==> src/rtl/ahf_mbox_pkg.sv <==
// ----------------------------------------------------------------------------
// ahf_mbox_pkg
// Shared constants and state encodings for the inter-core mailbox responder.
//   MBOX_DW    : core word width
//   MBOX_DEPTH : mailbox FIFO entries (power of two, >= 2)
//   MBOX_AW    : log2(MBOX_DEPTH), FIFO pointer width
// ----------------------------------------------------------------------------
package ahf_mbox_pkg;

  localparam int MBOX_DW    = 14;
  localparam int MBOX_DEPTH = 8;
  localparam int MBOX_AW    = 3;

  typedef enum logic {
    W_IDLE = 1'b0,
    W_ACK  = 1'b1
  } wr_state_t;

  typedef enum logic {
    R_IDLE = 1'b0,
    R_ACK  = 1'b1
  } rd_state_t;

endpackage

==> src/rtl/ahf_mbox_resp_if.sv <==
// ----------------------------------------------------------------------------
// ahf_mbox_resp_if
// Bundle of the writer-core and reader-core handshake lines plus status.
//   Write_in/Data_wr -> Done_wr   : writer side request, data, busy/ack
//   Read_in          -> Data_rd/Done_rd : reader side request, data, busy/ack
//   Count/Full/Empty              : FIFO occupancy status
// Modports: slave = responder (mailbox), master = the cores driving it.
// ----------------------------------------------------------------------------
interface ahf_mbox_resp_if #(
  parameter int DW = ahf_mbox_pkg::MBOX_DW,
  parameter int AW = ahf_mbox_pkg::MBOX_AW
);

  logic          Write_in;
  logic [DW-1:0] Data_wr;
  logic          Done_wr;
  logic          Read_in;
  logic [DW-1:0] Data_rd;
  logic          Done_rd;
  logic [AW:0]   Count;
  logic          Full;
  logic          Empty;

  modport slave (
    input  Write_in, Data_wr, Read_in,
    output Done_wr, Data_rd, Done_rd, Count, Full, Empty
  );

  modport master (
    output Write_in, Data_wr, Read_in,
    input  Done_wr, Data_rd, Done_rd, Count, Full, Empty
  );

endinterface

==> src/rtl/ahf_mbox_fifo.sv <==
// ----------------------------------------------------------------------------
// ahf_mbox_fifo
// Storage for the mailbox: circular buffer with separate occupancy counter so
// full and empty are unambiguous even though the pointers wrap.
//   clk, rst_n : clock, asynchronous active-low reset
//   i_push     : write i_data at the write pointer (caller guarantees !o_full)
//   i_pop      : advance the read pointer (caller guarantees !o_empty)
//   o_head     : entry at the read pointer
//   o_count    : registered occupancy 0..DEPTH; o_full/o_empty decoded from it
// ----------------------------------------------------------------------------
module ahf_mbox_fifo #(
  parameter int DW    = ahf_mbox_pkg::MBOX_DW,
  parameter int DEPTH = ahf_mbox_pkg::MBOX_DEPTH,
  parameter int AW    = ahf_mbox_pkg::MBOX_AW
) (
  input  logic          clk,
  input  logic          rst_n,
  input  logic          i_push,
  input  logic [DW-1:0] i_data,
  input  logic          i_pop,
  output logic [DW-1:0] o_head,
  output logic [AW:0]   o_count,
  output logic          o_full,
  output logic          o_empty
);

  localparam logic [AW:0] L_DEPTH = DEPTH[AW:0];

  logic [DW-1:0] r_mem [DEPTH];
  logic [AW-1:0] r_wr_ptr;
  logic [AW-1:0] r_rd_ptr;
  logic [AW:0]   r_count;

  // Storage is not reset; its contents are meaningless until pushed.
  always_ff @(posedge clk) begin
    if (i_push) begin
      r_mem[r_wr_ptr] <= i_data;
    end
  end

  // Pointers wrap naturally because DEPTH is a power of two.
  always_ff @(posedge clk or negedge rst_n) begin
    if (!rst_n) begin
      r_wr_ptr <= '0;
      r_rd_ptr <= '0;
      r_count  <= '0;
    end else begin
      if (i_push) r_wr_ptr <= r_wr_ptr + AW'(1);
      if (i_pop)  r_rd_ptr <= r_rd_ptr + AW'(1);
      case ({i_push, i_pop})
        2'b10:   r_count <= r_count + (AW+1)'(1);
        2'b01:   r_count <= r_count - (AW+1)'(1);
        default: r_count <= r_count;
      endcase
    end
  end

  assign o_head  = r_mem[r_rd_ptr];
  assign o_count = r_count;
  assign o_full  = (r_count == L_DEPTH);
  assign o_empty = (r_count == '0);

endmodule

==> src/rtl/ahf_mbox_resp.sv <==
// ----------------------------------------------------------------------------
// ahf_mbox_resp
// Responder end of the core I/O-port Read/Write/Done handshake. A writer core
// pushes one word per Write_in request, a reader core pops one word per
// Read_in request; Done_* low is the acknowledge, held until the request drops.
//   Clk_pin   : system clock
//   Reset_pin : asynchronous active-low reset
//   bus       : slave modport of ahf_mbox_resp_if (handshakes + status)
// ----------------------------------------------------------------------------
module ahf_mbox_resp
  import ahf_mbox_pkg::*;
#(
  parameter int DW    = MBOX_DW,
  parameter int DEPTH = MBOX_DEPTH,
  parameter int AW    = MBOX_AW
) (
  input  logic           Clk_pin,
  input  logic           Reset_pin,
  ahf_mbox_resp_if.slave bus
);

  logic          w_push;
  logic          w_pop;
  logic [DW-1:0] w_head;
  logic [AW:0]   w_count;
  logic          w_full;
  logic          w_empty;

  wr_state_t     r_wstate;
  rd_state_t     r_rstate;
  logic          r_done_wr;
  logic          r_done_rd;
  logic [DW-1:0] r_data_rd;

  // Full/Empty come from the registered count, so a same-edge pop never
  // admits a push into a full FIFO and a same-edge push never feeds a pop
  // from an empty one.
  assign w_push = (r_wstate == W_IDLE) && bus.Write_in && !w_full;
  assign w_pop  = (r_rstate == R_IDLE) && bus.Read_in  && !w_empty;

  ahf_mbox_fifo #(
    .DW    (DW),
    .DEPTH (DEPTH),
    .AW    (AW)
  ) u_fifo (
    .clk     (Clk_pin),
    .rst_n   (Reset_pin),
    .i_push  (w_push),
    .i_data  (bus.Data_wr),
    .i_pop   (w_pop),
    .o_head  (w_head),
    .o_count (w_count),
    .o_full  (w_full),
    .o_empty (w_empty)
  );

  // Writer: one push per request, ack held until Write_in drops.
  always_ff @(posedge Clk_pin or negedge Reset_pin) begin
    if (!Reset_pin) begin
      r_wstate  <= W_IDLE;
      r_done_wr <= 1'b1;
    end else begin
      case (r_wstate)
        W_IDLE: begin
          if (w_push) begin
            r_wstate  <= W_ACK;
            r_done_wr <= 1'b0;
          end
        end
        W_ACK: begin
          if (!bus.Write_in) begin
            r_wstate  <= W_IDLE;
            r_done_wr <= 1'b1;
          end
        end
        default: begin
          r_wstate  <= W_IDLE;
          r_done_wr <= 1'b1;
        end
      endcase
    end
  end

  // Reader: one pop per request; Data_rd is held after the handshake ends.
  always_ff @(posedge Clk_pin or negedge Reset_pin) begin
    if (!Reset_pin) begin
      r_rstate  <= R_IDLE;
      r_done_rd <= 1'b1;
      r_data_rd <= '0;
    end else begin
      case (r_rstate)
        R_IDLE: begin
          if (w_pop) begin
            r_rstate  <= R_ACK;
            r_done_rd <= 1'b0;
            r_data_rd <= w_head;
          end
        end
        R_ACK: begin
          if (!bus.Read_in) begin
            r_rstate  <= R_IDLE;
            r_done_rd <= 1'b1;
          end
        end
        default: begin
          r_rstate  <= R_IDLE;
          r_done_rd <= 1'b1;
        end
      endcase
    end
  end

  assign bus.Done_wr = r_done_wr;
  assign bus.Done_rd = r_done_rd;
  assign bus.Data_rd = r_data_rd;
  assign bus.Count   = w_count;
  assign bus.Full    = w_full;
  assign bus.Empty   = w_empty;

endmodule

==> src/flat_wrapper.sv <==
// flat-port wrapper written by rule: the top's interface ports become plain ports
module ahf_mbox_resp_flat import ahf_mbox_pkg::*;
#(
  parameter int DW    = MBOX_DW,
  parameter int DEPTH = MBOX_DEPTH,
  parameter int AW    = MBOX_AW
)
  (Clk_pin, Reset_pin, bus_Write_in, bus_Data_wr, bus_Read_in, bus_Done_wr, bus_Data_rd, bus_Done_rd, bus_Count, bus_Full, bus_Empty);
  ahf_mbox_resp_if #(.DW(DW), .AW(AW)) bus_i ();
  input  logic Clk_pin;
  input  logic Reset_pin;
  input wire logic [$bits(bus_i.Write_in)-1:0] bus_Write_in;
  input wire logic [$bits(bus_i.Data_wr)-1:0] bus_Data_wr;
  input wire logic [$bits(bus_i.Read_in)-1:0] bus_Read_in;
  output wire logic [$bits(bus_i.Done_wr)-1:0] bus_Done_wr;
  output wire logic [$bits(bus_i.Data_rd)-1:0] bus_Data_rd;
  output wire logic [$bits(bus_i.Done_rd)-1:0] bus_Done_rd;
  output wire logic [$bits(bus_i.Count)-1:0] bus_Count;
  output wire logic [$bits(bus_i.Full)-1:0] bus_Full;
  output wire logic [$bits(bus_i.Empty)-1:0] bus_Empty;
  assign bus_i.Write_in = bus_Write_in;
  assign bus_i.Data_wr = bus_Data_wr;
  assign bus_i.Read_in = bus_Read_in;
  assign bus_Done_wr = bus_i.Done_wr;
  assign bus_Data_rd = bus_i.Data_rd;
  assign bus_Done_rd = bus_i.Done_rd;
  assign bus_Count = bus_i.Count;
  assign bus_Full = bus_i.Full;
  assign bus_Empty = bus_i.Empty;
  ahf_mbox_resp #(.DW(DW), .DEPTH(DEPTH), .AW(AW)) u_core (.Clk_pin(Clk_pin), .Reset_pin(Reset_pin), .bus(bus_i));
endmodule
==> config.mk <==
export PLATFORM = sky130hd
export DESIGN_NAME = ahf_mbox_resp_flat
export DESIGN_NICKNAME = d
export VERILOG_FILES = /design/src/rtl/ahf_mbox_pkg.sv /design/src/rtl/ahf_mbox_resp_if.sv /design/src/rtl/ahf_mbox_fifo.sv /design/src/rtl/ahf_mbox_resp.sv /design/src/flat_wrapper.sv
export SDC_FILE = /design/constraint.sdc
export NUM_CORES = 1
export LEC_CHECK = 0
export ABC_CLOCK_PERIOD_IN_PS = 4300
export BUFFER_PORTS_ARGS = -buffer_cell sky130_fd_sc_hd__buf_4
export CAP_MARGIN = 20
export CORE_ASPECT_RATIO = 1.4
export CORE_MARGIN = 2
export CORE_UTILIZATION = 45
export CTS_CLUSTER_DIAMETER = 100
export DETAILED_ROUTE_END_ITERATION = 16
export MAX_ROUTING_LAYER = met4
export PLACE_DENSITY = 0.61
export SYNTH_ARGS = -nofsm -noshare
export SYNTH_HDL_FRONTEND = slang
export SYNTH_SLANG_ARGS = --single-unit
==> constraint.sdc <==
create_clock -name Clk_pin -period 4.3 [get_ports Clk_pin]
set_input_delay 0.86 -clock Clk_pin [delete_from_list [all_inputs] [get_ports Clk_pin]]
set_output_delay 0.86 -clock Clk_pin [all_outputs]
set_load 0.01 [all_outputs]
==> impl_results.md <==
* Postcts setup bufs at 0
* Clk root buf: clkbuf_16
* Yosys reg bits at 140
* Site Rows at 48
* Setup crit end: u_core.u_fifo.o_count[2]
* Pin count of the biggest net entering global routing at 34
* Clk buf depth at 2
* Gr ovfl total at 0
* Status: finished clean
* Area leader, netlist: edfxtp_1
* Final hold viol count at 0
* Synth unique cells at 37
* Clk pin slew, worst setup/hold paths at 0.06 ns
* Adder-cell share of the synthesized area at 1.11%
* Maximum level of the CTS H-tree at 4
* Ys async rst share at roughly a fifth
* Syn_nets at around 360
* Critical Path AT at just under 3 ns
* Post-synth top area share at approximately 60%
* Drt total wl at approximately 11 mm
* Die area at 13,500 um2
* Simple logic cell fraction of the synthesized area at slightly above 5%
* Die span in x at 98.7 um
* Max Freq at roughly 380 MHz
* CP top delay family: simple AND/OR/NAND/NOR gates
* Final core occ at 54.7%
* Clk sinks at 140
* Synth area leaders: edfxtp_1, dfrtp_1, mux2i_1
* Worst path required time at 4.58 ns
* TritonCTS clock tree: done
* Final setup fails at 0
* Tot GR Track Use at ~18%
* Setup Crit Path Kind: flip-flop to flip-flop
* Post-layout instance area at 6730 um2
* RR Startpoint: u_core.u_fifo.o_count[2]
* Biggest cell delay along the critical path at ~0.49 ns
* Worst Setup End Kind: flip-flop
* Multiplexer area fraction after synthesis at between 10% and 20%
* Routed length per instance at 19.2 um
* Initial antenna violation count at 0
* Antenna viol nets, final at 0
* Mean Syn Cell Area at 16.6 um2
* Tot Pwr at 4.54 mW
* Hold crit path type: input pin to asynchronous set/reset pin
* N_diodes at 0
* Synthesized instance count at 341
* DPL Wire Length at between 6 and 7 mm
* IO Port Bufs at 39
* Reg2reg path depth at 10
* RR Endpoint: u_core.u_fifo.o_count[2]
* Worst-skew pair later-pin latency at ~0.41 ns
* Setup TNS at 0 ns
* First-pass GRT wire length at around 17 mm
* Placed Area at slightly above 6000 um2
* Number of synthesized flops with an enable pin at 112
* Largest family of logic cells by synthesized area: multiplexers
* Pwr dens at slightly below 700 nW/um2
* Critical path's slowest cell: dfrtp_1
* Die Span Y at about 140 um
* Most frequent cell after synthesis: edfxtp_1
* Starting Density at between 40 and 50%
* Hold WS at just under 0.4 ns
* GPL Wtd Cong at roughly 0.75
* DR vias at around 3,000
* Worst Path Max Fanout at 33
* Crit-path cells: nor4_4 > nor3b_4 > buf_4 > ha_1 > xor2_1 > ha_1 > a21oi_1 > xor2_1 > nor2_1 > xor2_1
* Crit share post-route at 61.8%
* Slew Limit Headroom at between 20 and 30%
* Core area at between 10,000 and 15,000 um2
* Top cell by count, worst path: xor2_1
* Ports at 40
* Min cycle time layout at around 2.7 ns
* Worst setup path start: u_core.u_fifo.o_count[2]
* Synth Area in Compound Gates at ~6.7%
* R2R Setup Slk at roughly 1.6 ns
* Vias per inst at ~5.4
* Post-CTS Hold Fix Bufs at 0
* Iter 0 DRT Violations at approximately 200
* Post-Syn Area at around 5700 um2
* Crit start category: flip-flop
* Layout area overhead at 19.1%
* 1st-pass router iterations at 4
* Vias in the first global route at 3,095
* Xor and xnor area share after synthesis at 1.53%
* Slew at the pin with the worst max-slew slack at ~1.1 ns
* Final Skew at 0.00821 ns
* Worst VDD drop at ~0.28 mV
* Critical Path Stages at 10
* Max-cap violation count at 0
* Max-slew violations at 0
* Worst Path Buf+Inv at 1
* Post_cts resized at 0
* Yosys warnings at 0
* Synth Flop Type: edfxtp_1
* Register area share after synthesis at between 70% and 80%
* Post-synth top cells: edfxtp_1, mux2i_1, a22oi_1
* RSZ-0062 raised after global routing: false
* Total CTS buffers at 17
* Lkg Pwr at 2.56 nW
* Nets at 421
* Fill cell count at 971
* DRC Markers at 0
* Share of layout cells above drive strength 1 at 26.5%
-- worst register-to-register path, delay by kind of cell (launching register included) --
family	cells	cell delay [ns]
AO/OA/AOI/OAI	1	0.17
XOR/XNOR	3	0.51
adder cells (fa/ha/maj)	2	0.52
buffers and inverters	1	0.28
flip-flops	1	0.49
AND/OR/NAND/NOR	3	0.58
-- through the flow --
step | setup slack (ns) | std cells
after floorplan | 1.81 | 341
after global placement | 1.51 | 529
after detailed placement | 1.41 | 529
after CTS | 1.64 | 561
after global routing | 1.46 | 561
final | 1.64 | 561
-- final cells by class --
type	instances	area, um2	area share [%]
clock buffers	17	425	6.32
clock inverters	15	171	2.55
inverters	17	63.8	0.948
multi-input cells	169	1420	21.0
flip-flops and latches	140	4070	60.4
well taps	150	188	2.79
repair buffers	53	398	5.91
-- registers in the layout, indices dropped and copies added (netlist names) --
signal and count:
u_core.r_wstate 1, u_core.u_fifo.o_count 4, u_core.u_fifo.r_mem 112, u_core.bus.Done_wr 1
u_core.r_rstate 1, u_core.bus.Data_rd 14, u_core.bus.Done_rd 1, u_core.u_fifo.r_wr_ptr 3
u_core.u_fifo.r_rd_ptr 3
-- metal layers --
metal | track usage [%] | up-vias | share of wire, %
li1 | - | 1415 | -
met1 | 20.5 | 1527 | 42
met2 | 30.0 | 71 | 53
met3 | 5.11 | 13 | 3.5
met4 | 6.32 | 0 | 1.5
met5 | - | - | 0
-- power by group --
part | total (mW) | internal, mW | switching (mW) | leakage, nW
Clock | 1.46 | 0.910 | 0.546 | 0.285
Combinational | 1.22 | 0.560 | 0.659 | 0.935
Sequential | 1.87 | 1.68 | 0.184 | 1.34
Total | 4.54 | 3.15 | 1.39 | 2.56
-- cell families after synthesis --
kind of cell / Yosys count
AO/OA/AOI/OAI: 52
XOR/XNOR: 9
adder cells (fa/ha/maj): 5
buffers and inverters: 32
flip-flops: 140
multiplexers: 59
AND/OR/NAND/NOR: 44
-- cells in the final DEF, fill, tap and decap left out, types with 7 or more instances in the layout --
cell / synthesis / layout
a22oi_1: 28 / 28
buf_4: 3 / 53
clkbuf_16: 0 / 17
dfrtp_1: 26 / 25
edfxtp_1: 112 / 112
inv_1: 17 / 17
mux2i_1: 56 / 56
nand3_1: 14 / 14
nor2_1: 11 / 11
o21ai_0: 7 / 7
o21ai_2: 9 / 9
-- worst min-delay path by stage --
stage	from	to	slack, ns	depth (start not counted)
6_report	Reset_pin	u_core.u_fifo.r_rd_ptr[2]	0.38	1
5_1_grt	Reset_pin	u_core.u_fifo.r_rd_ptr[1]	0.39	1
4_1_cts	Reset_pin	u_core.u_fifo.r_rd_ptr[2]	0.39	1
3_5_place_dp	u_core.bus.Done_wr	u_core.bus.Done_wr	0.49	2
3_3_place_gp	u_core.bus.Done_wr	u_core.bus.Done_wr	0.48	2
2_1_floorplan	u_core.u_fifo.r_rd_ptr[2]	u_core.u_fifo.r_rd_ptr[2]	0.49	1
Note: power is estimated with default switching activity, not from simulation.
